==> src/rtl/cb_muldiv.sv <==
// cb_muldiv: iterative multiply/divide, one shift-add or restoring shift-subtract step per cycle.
// Define CB_MULDIV_HI_EN to add output hi (upper product half, or remainder).
module cb_muldiv #(
  parameter int WIDTH = 16,
  localparam int CNT_W = $clog2(WIDTH) + 1
) (
  input  logic             clk,
  input  logic             rst,
  input  logic             start,
  input  logic             op,
  input  logic             sgn,
  input  logic [WIDTH-1:0] a,
  input  logic [WIDTH-1:0] b,
  output logic             busy,
  output logic             done,
  output logic [WIDTH-1:0] result,
  output logic             dbz
`ifdef CB_MULDIV_HI_EN
  ,
  output logic [WIDTH-1:0] hi
`endif
);
  typedef enum logic [1:0] {S_IDLE, S_BUSY, S_FIX, S_DONE} state_t;
  state_t r_state, w_next;
  logic [CNT_W-1:0] r_cnt;
  logic [2*WIDTH-1:0] r_p;
  logic [WIDTH-1:0] r_d, r_res;
  logic r_op, r_neg, r_dbz;
  logic w_start, w_sa, w_sb, w_dbz;
  logic [WIDTH-1:0] w_ma, w_mb;
  logic [WIDTH:0] w_sum, w_trial;
  logic [2*WIDTH:0] w_sh;
  logic [2*WIDTH-1:0] w_mstep, w_dstep;
  assign w_start = (r_state == S_IDLE) && start;
  assign w_sa = sgn & a[WIDTH-1];
  assign w_sb = sgn & b[WIDTH-1];
  assign w_ma = w_sa ? -a : a;
  assign w_mb = w_sb ? -b : b;
  assign w_dbz = op & (b == '0);
  // r_p holds {partial product hi, multiplier} or {partial remainder, dividend/quotient}
  assign w_sum = {1'b0, r_p[2*WIDTH-1:WIDTH]} + (r_p[0] ? {1'b0, r_d} : '0);
  assign w_mstep = {w_sum, r_p[WIDTH-1:1]};
  assign w_sh = {r_p, 1'b0};
  assign w_trial = w_sh[2*WIDTH:WIDTH] - {1'b0, r_d};
  assign w_dstep = w_trial[WIDTH] ? w_sh[2*WIDTH-1:0] : {w_trial[WIDTH-1:0], w_sh[WIDTH-1:1], 1'b1};
  assign busy = (r_state == S_BUSY) || (r_state == S_FIX);
  assign done = r_state == S_DONE;
  assign result = r_res;
  assign dbz = r_dbz;
  always_ff @(posedge clk or posedge rst)
    if (rst) r_state <= S_IDLE;
    else r_state <= w_next;
  always_comb begin
    w_next = r_state;
    case (r_state)
      S_IDLE:  w_next = start ? (w_dbz ? S_DONE : S_BUSY) : S_IDLE;
      S_BUSY:  w_next = (r_cnt == CNT_W'(WIDTH - 1)) ? S_FIX : S_BUSY;
      S_FIX:   w_next = S_DONE;
      default: w_next = S_IDLE;
    endcase
  end
  always_ff @(posedge clk or posedge rst) begin
    if (rst) begin
      r_cnt <= '0;
      r_p <= '0;
      r_d <= '0;
      r_op <= 1'b0;
      r_neg <= 1'b0;
      r_res <= '0;
      r_dbz <= 1'b0;
    end else if (w_start) begin
      r_cnt <= '0;
      r_p <= {{WIDTH{1'b0}}, w_ma};
      r_d <= w_mb;
      r_op <= op;
      r_neg <= w_sa ^ w_sb;
      r_res <= {WIDTH{w_dbz}};
      r_dbz <= w_dbz;
    end else if (r_state == S_BUSY) begin
      r_p <= r_op ? w_dstep : w_mstep;
      r_cnt <= r_cnt + 1'b1;
    end else if (r_state == S_FIX) begin
      r_res <= r_neg ? -r_p[WIDTH-1:0] : r_p[WIDTH-1:0];
    end
  end
`ifdef CB_MULDIV_HI_EN
  logic [WIDTH-1:0] r_hi;
  logic r_neg_hi;
  assign hi = r_hi;
  // negating the full product carries into the upper half only when the low half is zero
  always_ff @(posedge clk or posedge rst) begin
    if (rst) begin
      r_hi <= '0;
      r_neg_hi <= 1'b0;
    end else if (w_start) begin
      r_hi <= w_dbz ? a : '0;
      r_neg_hi <= op ? w_sa : (w_sa ^ w_sb);
    end else if (r_state == S_FIX) begin
      r_hi <= r_neg_hi ? ~r_p[2*WIDTH-1:WIDTH] + WIDTH'(r_op | (r_p[WIDTH-1:0] == '0)) : r_p[2*WIDTH-1:WIDTH];
    end
  end
`endif
endmodule
==> config.mk <==
export PLATFORM = sky130hd
export DESIGN_NAME = cb_muldiv
export DESIGN_NICKNAME = d
export VERILOG_FILES = /design/src/rtl/cb_muldiv.sv
export SDC_FILE = /design/constraint.sdc
export NUM_CORES = 1
export LEC_CHECK = 0
export ABC_AREA = 1
export CAP_MARGIN = 40
export CORE_MARGIN = 5
export CORE_UTILIZATION = 39
export DETAILED_ROUTE_END_ITERATION = 10
export PLACE_DENSITY_LB_ADDON = 0.15
export REMOVE_ABC_BUFFERS = 1
export SETUP_SLACK_MARGIN = 0.05
export SKIP_CTS_REPAIR_TIMING = 1
export SKIP_LAST_GASP = 1
export SYNTH_ARGS = -nofsm -noshare
export SYNTH_HDL_FRONTEND = slang
export SYNTH_SLANG_ARGS = --single-unit
==> constraint.sdc <==
create_clock -name clk -period 6.9 [get_ports clk]
set_clock_uncertainty 0.2 [all_clocks]
set_input_delay 1.38 -clock clk [delete_from_list [all_inputs] [get_ports clk]]
set_output_delay 1.38 -clock clk [all_outputs]
set_load 0.01 [all_outputs]
[Word level (Yosys, flattened, before mapping)]
Index checks and enable logic that the tools add are counted.
Storage, ports and cells
  bits of input ports: 37
  register bits after elaboration: 74
  output and inout port bits: 19
  logic and storage cells: 47
Cells by class
  bitwise operators: 4
  muxes and demuxes: 17
  equality and inequality tests: 5
  reduce and logical (&&, ||, !) cells: 7
  add/sub/neg operators: 6
Operators with widths (count)
  $mux 32: 4
  $mux 16: 7
  $neg 16->16: 3
  $add 16x16->17: 1
  $sub 17x16->17: 1
  $logic_not 16->1: 1
  $mux 5: 2
  $mux 2: 3
  $pmux 2 s3: 1
  $add 5x1->5 const B: 1
  $eq 5x4->1 const B: 1
  $eq 2x2->1 const B: 2
  $reduce_bool 2->1: 2
  $and 1x1->1: 3
  $eq 2x1->1 const B: 1
  $logic_not 2->1: 1
  $ne 2x2->1 const B: 1
  $reduce_and 2->1: 1
  $logic_and 1x1->1: 1
  $logic_or 1x1->1: 1
  $xor 1x1->1: 1

[Depth between registers and ports, before layout]
Gate-level depths: netlist (run 1).
  depth after elaboration: 5
  depth in mapped cells: 20
  depth with buffers taken out: 18

[Least setup slack after synthesis (run 1)]
Ideal clock, no wire load.
  path type: input -> register
  from: in b[0]
  to: reg r_res[15] (netlist: result[15])
  path buffers: 1
  required time: 6627 ps
  path slack: 4038 ps
  cell stages on the path: 11
  data arrival time: 2589 ps
  setup time: 73 ps
  cells stage by stage: inv_1 > ha_1 > nand2_1 > nor2_2 > nand3_2 > nor3_4 > nand4_2 > nand2_2 > inv_2 > buf_6 > a21oi_2
On the way
  word-level cells in the longest chain between the ends: 3
Ends and longest elaborated chain
  start: declaration: line 13  | input logic [WIDTH-1:0] b,
  $logic_not 16->1: line 39  | assign w_dbz = op & (b == '0);
  $and 1x1->1: line 39
  $mux 16: line 71  | end else if (w_start) begin
  end signal: assignment: line 77  | r_res <= {WIDTH{w_dbz}};
  end signal: assignment: line 83  | r_res <= r_neg ? -r_p[WIDTH-1:0] : r_p[WIDTH-1:0];
  end: declaration: line 27  | logic [WIDTH-1:0] r_d, r_res;
No other way between the ends.
A chain may end at the register's enable or synchronous reset.

[Final worst setup path (run 1)]
  from: in start
  to: reg r_p[0]
On the way
  word-level cells in the longest chain between the ends: 2
  elaborated cells between the ends (all ways): 3
  those cells by class: 1 x mux; 2 x reduce/logical
Ends and longest elaborated chain
  start: declaration: line 9  | input logic start,
  $logic_and 1x1->1 (*): line 34  | assign w_start = (r_state == S_IDLE) && start;
  $mux 32 / $reduce_bool 2->1 (equally long branches)
  end signal: assignment: line 73  | r_p <= {{WIDTH{1'b0}}, w_ma};
  end signal: assignment: line 80  | r_p <= r_op ? w_dstep : w_mstep;
  end: declaration: line 26  | logic [2*WIDTH-1:0] r_p;
Mark *: on every way between the ends. The rest lies on a longest branch, timed or not.

==> results of run 1 <==
[cell usage in the layout (no fill, tap or decap), types with 12 or more instances in the layout]
cell,n
nand3_1,101
a21oi_1,67
o21ai_0,59
dfrtp_1,74
nor2_1,95
ha_1,41
nand2_2,16
nand2_1,319
inv_1,190
clkdlybuf4s50_1,55
nor3_1,12
[final timing paths]
path / cells past startpoint / slack (ns) / endpoint
max: 11 / 3.34 / r_p[0]
min: 2 / 0.30 / result[4]
max reg2reg: 17 / 3.78 / r_p[29]
min reg2reg: 2 / 0.30 / result[4]
max in group asynchronous: 4 / 4.37 / r_d[9]
min in group asynchronous: 2 / 1.13 / result[8]
[per-stage QoR]
step | hold slack [ns] | setup WS, ns
finish | 0.3048 | 3.336
global route | 0.3247 | 3.087
CTS | 0.3010 | 3.357
detailed placement | 0.2765 | 3.008
global placement | 0.2768 | 2.991
floorplan | 0.2705 | 2.460
[worst max-delay path: stages]
cell and delay [ns]:
clkdlybuf4s50_1 0.39, nand2_1 0.06, buf_4 0.43, inv_1 0.12
buf_4 0.29, nor2_1 0.14, buf_4 0.25, inv_1 0.19
a21oi_1 0.18, o21ai_2 0.07, o211ai_1 0.08
[area by class of cell]
| cell class | count | area share |
|---|---|---|
| Multi-Input combinational cell | 811 | 0.5278 |
| Sequential cell | 74 | 0.2306 |
| Inverter | 199 | 0.09301 |
| Timing Repair Buffer | 63 | 0.08007 |
| Tap cell | 229 | 0.03568 |
| Clock buffer | 11 | 0.02898 |
| Clock inverter | 5 | 0.003895 |
[power by group through the flow]
| stage | sequential [mW] | clock [mW] | combinational [mW] |
|---|---|---|---|
| 2_1_floorplan | 0.863 | 0 | 2.25 |
| 4_1_cts | 0.911 | 0.440 | 3.11 |
| 3_5_place_dp | 0.919 | 0 | 3.09 |
| 5_1_grt | 0.945 | 0.455 | 3.53 |
| 3_3_place_gp | 0.918 | 0 | 3.05 |
| 6_report | 0.913 | 0.430 | 3.11 |
[state kept, by name, summed over array words and instances (netlist names)]
name and cells:
r_state 2, r_p 32, r_d 16, r_neg 1, result 16, r_op 1
dbz 1, r_cnt 5
[per-layer routing]
| metal | share of wire | global-route usage |
|---|---|---|
| met4 | 0.011 | 0.04320 |
| met3 | 0.049 | 0.03406 |
| met2 | 0.43 | 0.3057 |
| met1 | 0.51 | 0.3047 |
| met5 | 0 | 0 |
[cells by family (layout without fill, tap and decap cells)]
family	Yosys count	in the layout	synth area share
adder cells (fa/ha/maj)	43	43	0.07880
buffers and inverters	233	278	0.1321
XOR/XNOR	19	19	0.02371
flip-flops	74	74	0.2639
AO/OA/AOI/OAI	157	157	0.1225
AND/OR/NAND/NOR	592	592	0.3790
==> impl_metrics.env, run 1 <==
export IMPL_status="finished clean"
export IMPL_slew_violations=0
export IMPL_finalNonFillerCells=1392
export IMPL_initial_core_util=0.3934
export IMPL_power_switching_mw=2.421
export IMPL_syn_area_per_cell_um2=6.277
export IMPL_avgRoutedWirePerCell_um=14.67
export IMPL_relSlewSlack=0.4754
export IMPL_clockBufferDepth=2
export IMPL_fin_crit_ns=3.564
export IMPL_yosysMostFrequentCell="nand2_1"
export IMPL_fin_area_um2=8031
export IMPL_antenna_found_initial=0
export IMPL_worstPathArrival_ns=3.62
export IMPL_grt_usage=0.2027
export IMPL_cts_sinks=74
export IMPL_min_from="result[4]"
export IMPL_layout_drive_gt1_share=0.06621
export IMPL_rsz0062_at_grt="false"
export IMPL_intPower_mw=2.034
export IMPL_async_flop_share=1.000
export IMPL_multi_input_area_um2=4239
export IMPL_vdd_drop_max_v=0.0002528
export IMPL_p_leak_nw=4.310
export IMPL_finalPower_mw=4.454
export IMPL_synth_area_leaders="dfrtp_1 (26%), nand2_1 (17%), inv_1 (10%)"
export IMPL_routed_via_density=5.007
export IMPL_die_area_um2=20780
export IMPL_reg2reg_from="r_p[0]"
export IMPL_place_area_um2=7767
export IMPL_netSwitchingFraction=0.5434
export IMPL_period_share=0.5165
export IMPL_grt_pass1_vias=6460
export IMPL_syn_cell_area_um2=7018
export IMPL_rows=49
export IMPL_ios=56
export IMPL_num_vias=6970
export IMPL_crit_type="input port to flip-flop"
export IMPL_yosysTopAreaCell="dfrtp_1"
export IMPL_fillers=1904
export IMPL_min_path_type="flip-flop to flip-flop"
export IMPL_portBuffers=55
export IMPL_ys_ff_latch=74
export IMPL_wl_um=20420
export IMPL_fin_util=0.4502
export IMPL_synth_common_cells="nand2_1 (319), inv_1 (191), nand3_1 (101)"
export IMPL_cp_startpoint="start"
export IMPL_yosys_warnings=0
export IMPL_hold_viol=0
export IMPL_worstPathRequired_ns=6.96
export IMPL_hpwlAfterDp_um=15740
export IMPL_power_frac_comb=0.698
export IMPL_synth_edf_count=0
export IMPL_dpl_cell_count=1376
export IMPL_cts_buffers=9
export IMPL_dr_pass1_iters=5
export IMPL_clkTransAtPathRegs_ns=0.06
export IMPL_post_route_drc_count=0
export IMPL_critical_path_startpoint_type="input port"
export IMPL_tightest_slew_ns=0.7869
export IMPL_diodes=0
export IMPL_gp_congestion=0.9346
export IMPL_p_clk_frac=0.097
export IMPL_synth_top_cell_area_share=0.2639
export IMPL_seq_area_um2=1852
export IMPL_fp_dieW_um=144.1
export IMPL_die_h_um=144.1
export IMPL_first_iter_violations=466
export IMPL_clk_latency_ns=0.35
export IMPL_htreeDepth=3
export IMPL_grt_first_pass_wirelength_um=33400
export IMPL_clockRootBuffer="clkbuf_16"
export IMPL_max_cap_violations=0
export IMPL_syn_inst=1118
export IMPL_ys_seq_area_frac=0.2639
export IMPL_coreArea_um2=17840
export IMPL_area_delta_synth_final_pct=14.44
export IMPL_grt_max_degree=50
export IMPL_fin_nets=1238
export IMPL_synth_main_ff_cell="dfrtp_1"
export IMPL_cts_tree="yes"
export IMPL_synth_cell_type_count=46
export IMPL_postRouteAntennaNets=0
export IMPL_setup_viol=0
export IMPL_fmax_mhz=280.6
export IMPL_seqPwrFrac=0.205
export IMPL_crit_path_end_kind="flip-flop"
export IMPL_fin_tns_setup_ns=0
export IMPL_path_max_fanout=49
export IMPL_gr_total_overflow=0
export IMPL_pwr_density_cell_nw_per_um2=554.6
Note: power is estimated with default switching activity, not from simulation.
==> run 2: changes to the inputs <==
==> constraint.sdc (replaced) <==
create_clock -name clk -period 3.3 [get_ports clk]
set_clock_uncertainty 0.2 [all_clocks]
set_input_delay 0.66 -clock clk [delete_from_list [all_inputs] [get_ports clk]]
set_output_delay 0.66 -clock clk [all_outputs]
set_load 0.01 [all_outputs]
==> impl_metrics.env, run 2 (synthesis gave the netlist of run 1 again) <==
export IMPL_final_cell_mix="nand2_1 (319), inv_1 (190), nand3_1 (101)"
export IMPL_gp_congestion=0.8793
export IMPL_initial_core_util=0.3934
export IMPL_grt_max_degree=75
export IMPL_fin_util=0.4551
export IMPL_layout_drive_gt1_share=0.06953
export IMPL_clockBufferDepth=2
export IMPL_rsz0062_at_grt="false"
export IMPL_clkTransAtPathRegs_ns=0.06
export IMPL_worst_slack_ns=0.4586
export IMPL_place_area_um2=7770
export IMPL_r2r_slack_ns=0.46
export IMPL_postRouteAntennaNets=0
export IMPL_fin_crit_ns=2.841
export IMPL_grt_pass1_vias=6594
export IMPL_reg2reg_from="r_p[15]"
export IMPL_diodes=0
export IMPL_coreArea_um2=17840
export IMPL_first_iter_violations=396
export IMPL_cp_startpoint="r_p[15]"
export IMPL_gr_total_overflow=0
export IMPL_fp_dieW_um=144.1
export IMPL_num_vias=6920
export IMPL_path_max_fanout=17
export IMPL_fillers=1905
export IMPL_mostFrequentLayoutCell="nand2_1"
export IMPL_wl_um=20400
export IMPL_avgRoutedWirePerCell_um=14.63
export IMPL_clockRootBuffer="clkbuf_16"
export IMPL_hpwlAfterDp_um=16110
export IMPL_area_delta_synth_final_pct=15.69
export IMPL_grt_usage=0.2047
export IMPL_use_met3=0.02149
export IMPL_vdd_drop_max_v=0.0004061
export IMPL_top_register="r_p"
export IMPL_dpl_cell_count=1378
export IMPL_relSlewSlack=0.5844
export IMPL_crit_path_end_kind="flip-flop"
export IMPL_cts_sinks=74
export IMPL_p_leak_nw=4.351
export IMPL_ff2ff_path_depth=13
export IMPL_dp_slack_ns=0.4839
export IMPL_gr_max_usage_layer="met1"
export IMPL_critical_path_startpoint_type="flip-flop"
export IMPL_post_route_drc_count=0
export IMPL_timing_rr_end="r_p[0]"
export IMPL_portBuffers=55
export IMPL_grt_use_met1=0.3175
export IMPL_dr_pass1_iters=5
export IMPL_antenna_found_initial=0
export IMPL_min_path_type="flip-flop to flip-flop"
export IMPL_setup_viol=0
export IMPL_cts_buffers=9
export IMPL_finalNonFillerCells=1394
export IMPL_slew_violations=0
export IMPL_fin_area_um2=8119
export IMPL_grt_first_pass_wirelength_um=33890
export IMPL_ios=56
export IMPL_fmax_mhz=351.9
export IMPL_use_met2=0.2989
export IMPL_htreeDepth=3
export IMPL_die_h_um=144.1
export IMPL_die_area_um2=20780
export IMPL_cts_tree="yes"
export IMPL_pwr_density_cell_nw_per_um2=1176
export IMPL_cp_endpoint="r_p[0]"
export IMPL_fin_tns_setup_ns=0
export IMPL_fin_nets=1240
export IMPL_period_share=0.8610
export IMPL_worstPathRequired_ns=3.29
export IMPL_clk_latency_ns=0.35
export IMPL_rows=49
export IMPL_routed_via_density=4.964
export IMPL_max_cap_violations=0
export IMPL_hold_viol=0
export IMPL_largest_reg_flops=32
export IMPL_status="finished clean"
export IMPL_crit_type="flip-flop to flip-flop"
export IMPL_worstPathArrival_ns=2.84
export IMPL_tightest_slew_ns=0.6235
## run 2: final cells by class
class | instances | area (um^2) | area share
clock buffers | 9 | 225.2 | 0.02774
repair buffers | 65 | 645.6 | 0.07952
multi-input cells | 811 | 4239 | 0.5221
flip-flops and latches | 74 | 1852 | 0.2281
inverters | 199 | 747.0 | 0.09200
well taps | 229 | 286.5 | 0.03529
clock inverters | 7 | 123.9 | 0.01526
## run 2: worst min path at each step
| stage | from | to | slack (ns) | cells past startpoint |
|---|---|---|---|---|
| after floorplan | r_d[13] | r_d[13] | 0.27 | 2 |
| after global placement | result[5] | result[5] | 0.31 | 2 |
| after detailed placement | dbz | dbz | 0.28 | 2 |
| after CTS | dbz | dbz | 0.31 | 2 |
| after global routing | dbz | dbz | 0.33 | 2 |
| final | dbz | dbz | 0.31 | 2 |
## run 2: worst max-delay path: stages (launching register included)
cell      delay (ns)
dfrtp_1         0.45
inv_1           0.12
ha_1            0.25
fa_1            0.41
inv_1           0.11
nand3_1         0.11
nand2_4         0.12
nand2_2         0.06
nand2_4         0.08
nand2_4         0.07
nand3_4         0.20
nand2_8         0.16
o21ai_2         0.17
o211ai_1        0.16
## run 2: metrics by stage
stage | power, mW | hold slack [ns]
floorplan | 6.510 | 0.2705
global placement | 8.321 | 0.3084
detailed placement | 8.368 | 0.2765
CTS | 9.581 | 0.3072
global route | 10.60 | 0.3272
finish | 9.552 | 0.3061
## run 2: report_power, final
group          internal, mW  switching (mW)  total [mW]
Clock                 0.746           0.425        1.17
Sequential             1.37           0.560        1.93
Combinational          2.38            4.08        6.46
## run 2: routing by layer
| layer | wire length, um | part of all wire | up-vias |
|---|---|---|---|
| met3 | 762 | 0.037 | 22 |
| met4 | 329 | 0.016 | 0 |
| li1 | - | - | 3623 |
| met5 | 0 | 0 | - |
| met1 | 10860 | 0.53 | 3149 |
| met2 | 8448 | 0.41 | 126 |
==> run 3: changes to the inputs <==
--- a/config.mk
+++ b/config.mk
@@ -12,7 +12,7 @@
 export DETAILED_ROUTE_END_ITERATION = 10
 export PLACE_DENSITY_LB_ADDON = 0.15
 export REMOVE_ABC_BUFFERS = 1
-export SETUP_SLACK_MARGIN = 0.05
+export SETUP_SLACK_MARGIN = 0.15
 export SKIP_CTS_REPAIR_TIMING = 1
 export SKIP_LAST_GASP = 1
 export SYNTH_ARGS = -nofsm -noshare
==> results of run 3 <==
Same layout as run 2: the final DEF is identical, and so are final timing and power.
